## config.mk

```make
export PLATFORM = sky130hd
export DESIGN_NAME = axis_throttle_slice
export DESIGN_NICKNAME = d
export VERILOG_FILES = /design/src/rtl/axis_pkg.sv /design/src/rtl/axis_skid_buffer.sv /design/src/rtl/axis_throttle_slice.sv
export SDC_FILE = /design/constraint.sdc
export NUM_CORES = 2
export LEC_CHECK = 0
export CAP_MARGIN = 20
export CORE_AREA = 3 3 344 346
export CTS_BUF_LIST = sky130_fd_sc_hd__clkbuf_16
export DETAILED_ROUTE_END_ITERATION = 8
export DIE_AREA = 0 0 347 349
export DONT_BUFFER_PORTS = 1
export MAX_ROUTING_LAYER = met4
export PLACE_DENSITY = 0.5
export SLEW_MARGIN = 10
export SYNTH_ARGS = -nofsm -noshare
export SYNTH_HDL_FRONTEND = slang
export SYNTH_SLANG_ARGS = --single-unit
```

## constraint.sdc

```tcl
create_clock -name clk -period 10.4 [get_ports clk]
set_input_delay 2.08 -clock clk [delete_from_list [all_inputs] [get_ports clk]]
set_output_delay 2.08 -clock clk [all_outputs]
set_load 0.01 [all_outputs]
```

## src/rtl/axis_pkg.sv

```systemverilog
// Shared AXI4-stream definitions for the stream slices.
//
// Contents:
//   AXIS_*_DFLT      default beat geometry used by the stream blocks
//   OPERATION        tid code for operation traffic
//   CONFIGURATION    tid code for configuration traffic
//   axis_beat_t      packed beat {tdata, tkeep, tuser, tlast, tid} at the default geometry
//   skid_state_e     occupancy states of the 2-entry skid buffer
package axis_pkg;

    localparam int unsigned AXIS_BYTES_DFLT     = 32;
    localparam int unsigned AXIS_TUSER_BPB_DFLT = 4;
    localparam int unsigned AXIS_TID_BITS_DFLT  = 2;
    localparam int unsigned CNT_BITS_DFLT       = 16;

    localparam logic [1:0] OPERATION     = 2'b01;
    localparam logic [1:0] CONFIGURATION = 2'b11;

    typedef struct packed {
        logic [AXIS_BYTES_DFLT*8-1:0]                   tdata;
        logic [AXIS_BYTES_DFLT-1:0]                     tkeep;
        logic [AXIS_BYTES_DFLT*AXIS_TUSER_BPB_DFLT-1:0] tuser;
        logic                                           tlast;
        logic [AXIS_TID_BITS_DFLT-1:0]                  tid;
    } axis_beat_t;

    typedef enum logic [1:0] {
        StEmpty = 2'd0,
        StOne   = 2'd1,
        StFull  = 2'd2
    } skid_state_e;

endpackage

```

## src/rtl/axis_skid_buffer.sv

```systemverilog
// Two-entry registered skid buffer with EMPTY/ONE/FULL occupancy FSM.
//
// Ports:
//   clk, reset    clock and synchronous active-high reset (discards contents)
//   push_i        beat on data_i is accepted this cycle (caller guarantees not FULL)
//   data_i        incoming beat
//   pop_i         head beat is consumed this cycle (only meaningful when valid_o)
//   valid_o       buffer holds at least one beat
//   data_o        head beat; zero after reset
//   full_next_o   buffer will be FULL next cycle
module axis_skid_buffer
    import axis_pkg::*;
#(
    parameter type beat_t = axis_beat_t
) (
    input  logic  clk,
    input  logic  reset,
    input  logic  push_i,
    input  beat_t data_i,
    input  logic  pop_i,
    output logic  valid_o,
    output beat_t data_o,
    output logic  full_next_o
);

    skid_state_e state_q, state_d;
    beat_t       head_q, head_d;
    beat_t       tail_q, tail_d;

    always_ff @(posedge clk) begin
        if (reset) begin
            state_q <= StEmpty;
            head_q  <= '0;
            tail_q  <= '0;
        end else begin
            state_q <= state_d;
            head_q  <= head_d;
            tail_q  <= tail_d;
        end
    end

    always_comb begin
        state_d = state_q;
        head_d  = head_q;
        tail_d  = tail_q;
        case (state_q)
            StEmpty: begin
                if (push_i) begin
                    state_d = StOne;
                    head_d  = data_i;
                end
            end
            StOne: begin
                if (push_i && pop_i) begin
                    head_d = data_i;
                end else if (push_i) begin
                    state_d = StFull;
                    tail_d  = data_i;
                end else if (pop_i) begin
                    state_d = StEmpty;
                end
            end
            StFull: begin
                // Upstream ready is low while FULL, so only a pop can happen here.
                if (pop_i) begin
                    state_d = StOne;
                    head_d  = tail_q;
                end
            end
            default: state_d = StEmpty;
        endcase
    end

    assign valid_o     = (state_q != StEmpty);
    assign data_o      = head_q;
    assign full_next_o = (state_d == StFull);

endmodule

```

## src/rtl/axis_throttle_slice.sv

```systemverilog
// Registered AXI4-stream pass-through with programmable input stalls, output idle
// slots and optional forced-tlast framing. Never drops, reorders or withdraws a beat.
//
// Ports:
//   clk, reset                 clock, synchronous active-high reset
//   io_in_*                    upstream AXI4-stream (valid/ready, tdata, tkeep, tuser, tlast, tid)
//   io_out_*                   downstream AXI4-stream, same fields
//   cfg_in_period              input stall period (0 or 1 = never stall)
//   cfg_out_period             output idle period (0 or 1 = never idle)
//   cfg_frame_beats            force tlast every N beats (0 = pass tlast unchanged)
//   stat_*                     saturating statistics, present only with AXIS_THROTTLE_STATS_EN
//
// Build option: define AXIS_THROTTLE_STATS_EN to add the statistics outputs.
module axis_throttle_slice
    import axis_pkg::*;
#(
    parameter int unsigned AXIS_BYTES     = axis_pkg::AXIS_BYTES_DFLT,
    parameter int unsigned AXIS_TUSER_BPB = axis_pkg::AXIS_TUSER_BPB_DFLT,
    parameter int unsigned AXIS_TID_BITS  = axis_pkg::AXIS_TID_BITS_DFLT,
    parameter int unsigned CNT_BITS       = axis_pkg::CNT_BITS_DFLT
) (
    input  logic                                 clk,
    input  logic                                 reset,
    input  logic                                 io_in_valid,
    output logic                                 io_in_ready,
    input  logic [AXIS_BYTES*8-1:0]              io_in_bits_tdata,
    input  logic [AXIS_BYTES-1:0]                io_in_bits_tkeep,
    input  logic [AXIS_BYTES*AXIS_TUSER_BPB-1:0] io_in_bits_tuser,
    input  logic                                 io_in_bits_tlast,
    input  logic [AXIS_TID_BITS-1:0]             io_in_tid,
    output logic                                 io_out_valid,
    input  logic                                 io_out_ready,
    output logic [AXIS_BYTES*8-1:0]              io_out_bits_tdata,
    output logic [AXIS_BYTES-1:0]                io_out_bits_tkeep,
    output logic [AXIS_BYTES*AXIS_TUSER_BPB-1:0] io_out_bits_tuser,
    output logic                                 io_out_bits_tlast,
    output logic [AXIS_TID_BITS-1:0]             io_out_tid,
    input  logic [CNT_BITS-1:0]                  cfg_in_period,
    input  logic [CNT_BITS-1:0]                  cfg_out_period,
    input  logic [CNT_BITS-1:0]                  cfg_frame_beats
`ifdef AXIS_THROTTLE_STATS_EN
    ,
    output logic [31:0]                          stat_beats_in,
    output logic [31:0]                          stat_beats_out,
    output logic [31:0]                          stat_frames_out,
    output logic [31:0]                          stat_stall_cycles
`endif
);

    typedef struct packed {
        logic [AXIS_BYTES*8-1:0]              tdata;
        logic [AXIS_BYTES-1:0]                tkeep;
        logic [AXIS_BYTES*AXIS_TUSER_BPB-1:0] tuser;
        logic                                 tlast;
        logic [AXIS_TID_BITS-1:0]             tid;
    } beat_t;

    beat_t in_beat, head;
    logic  buf_valid, buf_full_next;
    logic  in_hs, out_hs;
    logic  in_ready_q, in_ready_d;
    logic  pending_q;

    logic [CNT_BITS-1:0] in_cnt_q, in_cnt_d;
    logic [CNT_BITS-1:0] out_cnt_q, out_cnt_d;
    logic [CNT_BITS-1:0] beat_cnt_q, beat_cnt_d;
    logic [CNT_BITS-1:0] in_last, out_last, frame_last;
    logic                in_active, out_active, frame_active;
    logic                out_slot, frame_hit, tlast_out;

    assign in_beat = '{tdata: io_in_bits_tdata, tkeep: io_in_bits_tkeep,
                       tuser: io_in_bits_tuser, tlast: io_in_bits_tlast, tid: io_in_tid};

    axis_skid_buffer #(
        .beat_t (beat_t)
    ) u_skid (
        .clk         (clk),
        .reset       (reset),
        .push_i      (in_hs),
        .data_i      (in_beat),
        .pop_i       (out_hs),
        .valid_o     (buf_valid),
        .data_o      (head),
        .full_next_o (buf_full_next)
    );

    // A period of 1 would stall/idle every cycle, so it behaves like 0.
    assign in_active    = (cfg_in_period > CNT_BITS'(1));
    assign out_active   = (cfg_out_period > CNT_BITS'(1));
    assign frame_active = (cfg_frame_beats != '0);
    assign in_last      = cfg_in_period - CNT_BITS'(1);
    assign out_last     = cfg_out_period - CNT_BITS'(1);
    assign frame_last   = cfg_frame_beats - CNT_BITS'(1);

    // '>=' lets a counter left above a shortened period fall back to 0 at once.
    always_comb begin
        in_cnt_d  = (!in_active || in_cnt_q >= in_last) ? '0 : in_cnt_q + CNT_BITS'(1);
        out_cnt_d = (!out_active || out_cnt_q >= out_last) ? '0 : out_cnt_q + CNT_BITS'(1);
    end

    assign out_slot     = out_active && (out_cnt_q == out_last);
    // A pending offer must stay up until taken, even on an idle slot.
    assign io_out_valid = buf_valid && (!out_slot || pending_q);
    assign io_in_ready  = in_ready_q;
    assign in_hs        = io_in_valid && in_ready_q;
    assign out_hs       = io_out_valid && io_out_ready;

    assign frame_hit = frame_active && (beat_cnt_q == frame_last);
    assign tlast_out = head.tlast | (buf_valid & frame_hit);

    always_comb begin
        beat_cnt_d = beat_cnt_q;
        if (out_hs) begin
            beat_cnt_d = tlast_out ? '0 : beat_cnt_q + CNT_BITS'(1);
        end
        in_ready_d = !buf_full_next && !(in_active && (in_cnt_d == in_last));
    end

    always_ff @(posedge clk) begin
        if (reset) begin
            in_cnt_q   <= '0;
            out_cnt_q  <= '0;
            beat_cnt_q <= '0;
            in_ready_q <= 1'b0;
            pending_q  <= 1'b0;
        end else begin
            in_cnt_q   <= in_cnt_d;
            out_cnt_q  <= out_cnt_d;
            beat_cnt_q <= beat_cnt_d;
            in_ready_q <= in_ready_d;
            pending_q  <= io_out_valid && !io_out_ready;
        end
    end

    assign io_out_bits_tdata = head.tdata;
    assign io_out_bits_tkeep = head.tkeep;
    assign io_out_bits_tuser = head.tuser;
    assign io_out_bits_tlast = tlast_out;
    assign io_out_tid        = head.tid;

`ifdef AXIS_THROTTLE_STATS_EN
    logic [31:0] stat_in_q, stat_out_q, stat_frames_q, stat_stall_q;

    always_ff @(posedge clk) begin
        if (reset) begin
            stat_in_q     <= '0;
            stat_out_q    <= '0;
            stat_frames_q <= '0;
            stat_stall_q  <= '0;
        end else begin
            if (in_hs && stat_in_q != '1) begin
                stat_in_q <= stat_in_q + 32'd1;
            end
            if (out_hs && stat_out_q != '1) begin
                stat_out_q <= stat_out_q + 32'd1;
            end
            if (out_hs && tlast_out && stat_frames_q != '1) begin
                stat_frames_q <= stat_frames_q + 32'd1;
            end
            if (io_out_valid && !io_out_ready && stat_stall_q != '1) begin
                stat_stall_q <= stat_stall_q + 32'd1;
            end
        end
    end

    assign stat_beats_in     = stat_in_q;
    assign stat_beats_out    = stat_out_q;
    assign stat_frames_out   = stat_frames_q;
    assign stat_stall_cycles = stat_stall_q;
`endif

endmodule

```

==> results.cfg <==
[status]
status = finished, final reports clean

[synthesis]
synthArstFlopShare = 0
synthAdderAreaFrac = 0.0124
avgSynthCellArea_um2 = 7.90
synth_compound_area_frac = 0.171
synth-edff-count = 0
ys_warn_count = 0
synth_top_family_by_area = simple AND/OR/NAND/NOR gates
synthesis.nets = 5640
ys_seq_area_frac = 0.440
synthMuxAreaShare = 0.000247
ys_types = 70
synth_xor_area_frac = 0.0201
netlist_area_mm2 = 0.0405
synth-seq-cells = 890
synthCells = 5129
synth-simple-area-share = 0.230
ys.flop_type = dfxtp_1

[worst_setup_path]
worstSetupPathType = input port to output pin
r2r_cells = 11
crit_top_cell = nand4_1
end_kind = output pin
required_ns = 8.32
critPathLaunchType = input port
crit_path_start = cfg_out_period[6]
slowest_stage = o31a_1
worstPathMaxFanout = 4
path_cells = nor4_1 > nand4_1 > nor3_1 > xnor2_1 > ha_1 > nand4_1 > nor3_1 > nand4_1 > o31a_1
slowest_delay_ns = 0.44
arrival_ns = 4.64
r2r-start = out_cnt_q[13]$_SDFF_PP0_

[job]
drv_cap = 0

[global_route]
grt_pass1_wl_mm = 180
overflow = 0
grt_pass1_vias = 28220
grt_max_degree = 846
antenna_found_initial = 0
grt_util_all_layers = 0.193

[timing]
post-route-min-period_ns = 6.72
finalHoldViolations = 0
fin_ws_ns = 3.68
rsz0062_at_grt = false
tightest_slew_ns = 1.44
hold_ws_ns = 0.451
report.final.slew_viol_count = 0
max_freq_mhz = 149
setup_tns_ns = 0
maxSlewHeadroom = 0.0431
clock_skew_ns = 0.0335
period_share = 0.646
setup_viol = 0

[clocking]
insertion_delay_ns = 0.69
numClockSinks = 890
cts_hold_buf = 0
cts_buffer_depth = 3
h-tree-depth = 3
post_cts_resized = 0
cts_root_buffer = clkbuf_16
cts_tree = yes
path_clk_slew_ns = 0.05
post-cts-setup-buffers = 0
numCtsBuffers = 101

[drt]
drc_errors = 0
first_pass_iters = 5
vias_per_cell = 5.11
wl_mm = 120
drtAntennaViolNets = 0
num_vias = 31023
initialDrtViolationCount = 2369
post_drt_wl_per_cell_um = 19.8

[placement]
place_ws_ns = 3.47
gp_congestion = 0.800
placed_area_mm2 = 0.0377
dp_hpwl_mm = 75.7
numPortBuffers = 0

[floorplan]
die-height_um = 349
core_area_mm2 = 0.116
start_util = 0.350
row_count = 125
chipWidth_um = 347
io_pins = 892
die-area_mm2 = 0.121

[finish]
postLayoutCellArea_mm2 = 0.0410
nets = 4972
nFillCells = 12187
layout_common_cells = 1711 x nand2_1, 890 x dfxtp_1, 502 x nor2_1
layout_commonest_cell = nand2_1
layout-drive-gt1-share = 0.0621
syn2layout_area_growth_pct = 1.16

[power]
leakagePower_nw = 14.0
power.density_mw_per_mm2 = 191
vdd_drop_max_mv = 0.133

[hold_path]
hold_class = flop to flop
worstHoldStart = u_skid.tail_q[121]$_SDFFE_PP0P_
hold_depth = 2
## per-stage QoR
stage,power [mW],cells,util
CTS,7.89,6064,0.353
global route,8.18,6068,0.354
global placement,4.44,5878,0.326
detailed placement,4.45,5878,0.326
finish,7.82,6069,0.354
floorplan,4.52,5129,-
## critical path, delay by kind of cell
family | cells | cell delay (ns)
and+or+nand+nor | 6 | 1.71
xor gates and xnor gates | 1 | 0.09
adders and majority gates | 1 | 0.30
AOI/OAI and AO/OA | 1 | 0.44
## metal layers
metal  track usage  vias up  part of all wire  routed length (um)
li1              -    15450                 -                   -
met1         0.219    14521              0.39               47400
met2         0.311      892              0.48               57400
met3        0.0799      160              0.10               12500
met4        0.0526        0             0.025                2970
met5             -        -                 0                   0
## registers in the layout, summed over array words and instances (netlist names)
register and cells:
u_skid.data_o 419, pending_q 1, out_cnt_q 16, in_cnt_q 16, u_skid.tail_q 419, io_in_ready 1, u_skid.state_q 2, beat_cnt_q 16
## cell usage after synthesis, drive strengths merged (23+ instances only)
master | count | area [um^2]
inv | 25 | 93.8
xnor2 | 61 | 534
clkbuf | 261 | 980
xor2 | 32 | 280
a21oi | 440 | 2200
nand2 | 1712 | 6430
dfxtp | 890 | 17800
a311oi | 420 | 4300
buf | 540 | 4060
nand3 | 27 | 135
ha | 40 | 500
nor2 | 502 | 1880
nor3 | 23 | 115
## worst paths after layout
kind,slack [ns],end
max reg2reg,6.19,u_skid.tail_q[49]$_SDFFE_PP0P_
min,0.45,u_skid.tail_q[121]$_SDFFE_PP0P_
max,3.68,io_out_valid
min reg2reg,0.45,u_skid.tail_q[121]$_SDFFE_PP0P_
## cells by family after synthesis
kind of cell,Yosys count
compound gates,912
simple gates,2367
fa+ha+maj,40
mux,1
flops,890
xor+xnor,93
buf+inv,826
## final cells by class
| cell class | instances | area, um^2 | area share |
|---|---|---|---|
| clock buffers | 102 | 2550 | 0.0623 |
| diodes | 1 | 2.50 | 0.0000611 |
| well taps | 1524 | 1910 | 0.0465 |
| multi-input cells | 3413 | 17600 | 0.430 |
| clock inverters | 84 | 601 | 0.0147 |
| inverters | 25 | 93.8 | 0.00229 |
| repair buffers | 30 | 405 | 0.00989 |
| flip-flops and latches | 890 | 17800 | 0.435 |
## report_power, final
group | internal [mW] | switching (mW) | total [mW]
Sequential | 3.59 | 0.237 | 3.83
Clock | 1.91 | 1.49 | 3.40
Combinational | 0.216 | 0.376 | 0.592
Total | 5.72 | 2.11 | 7.82
(Power assumes the default switching activity.)
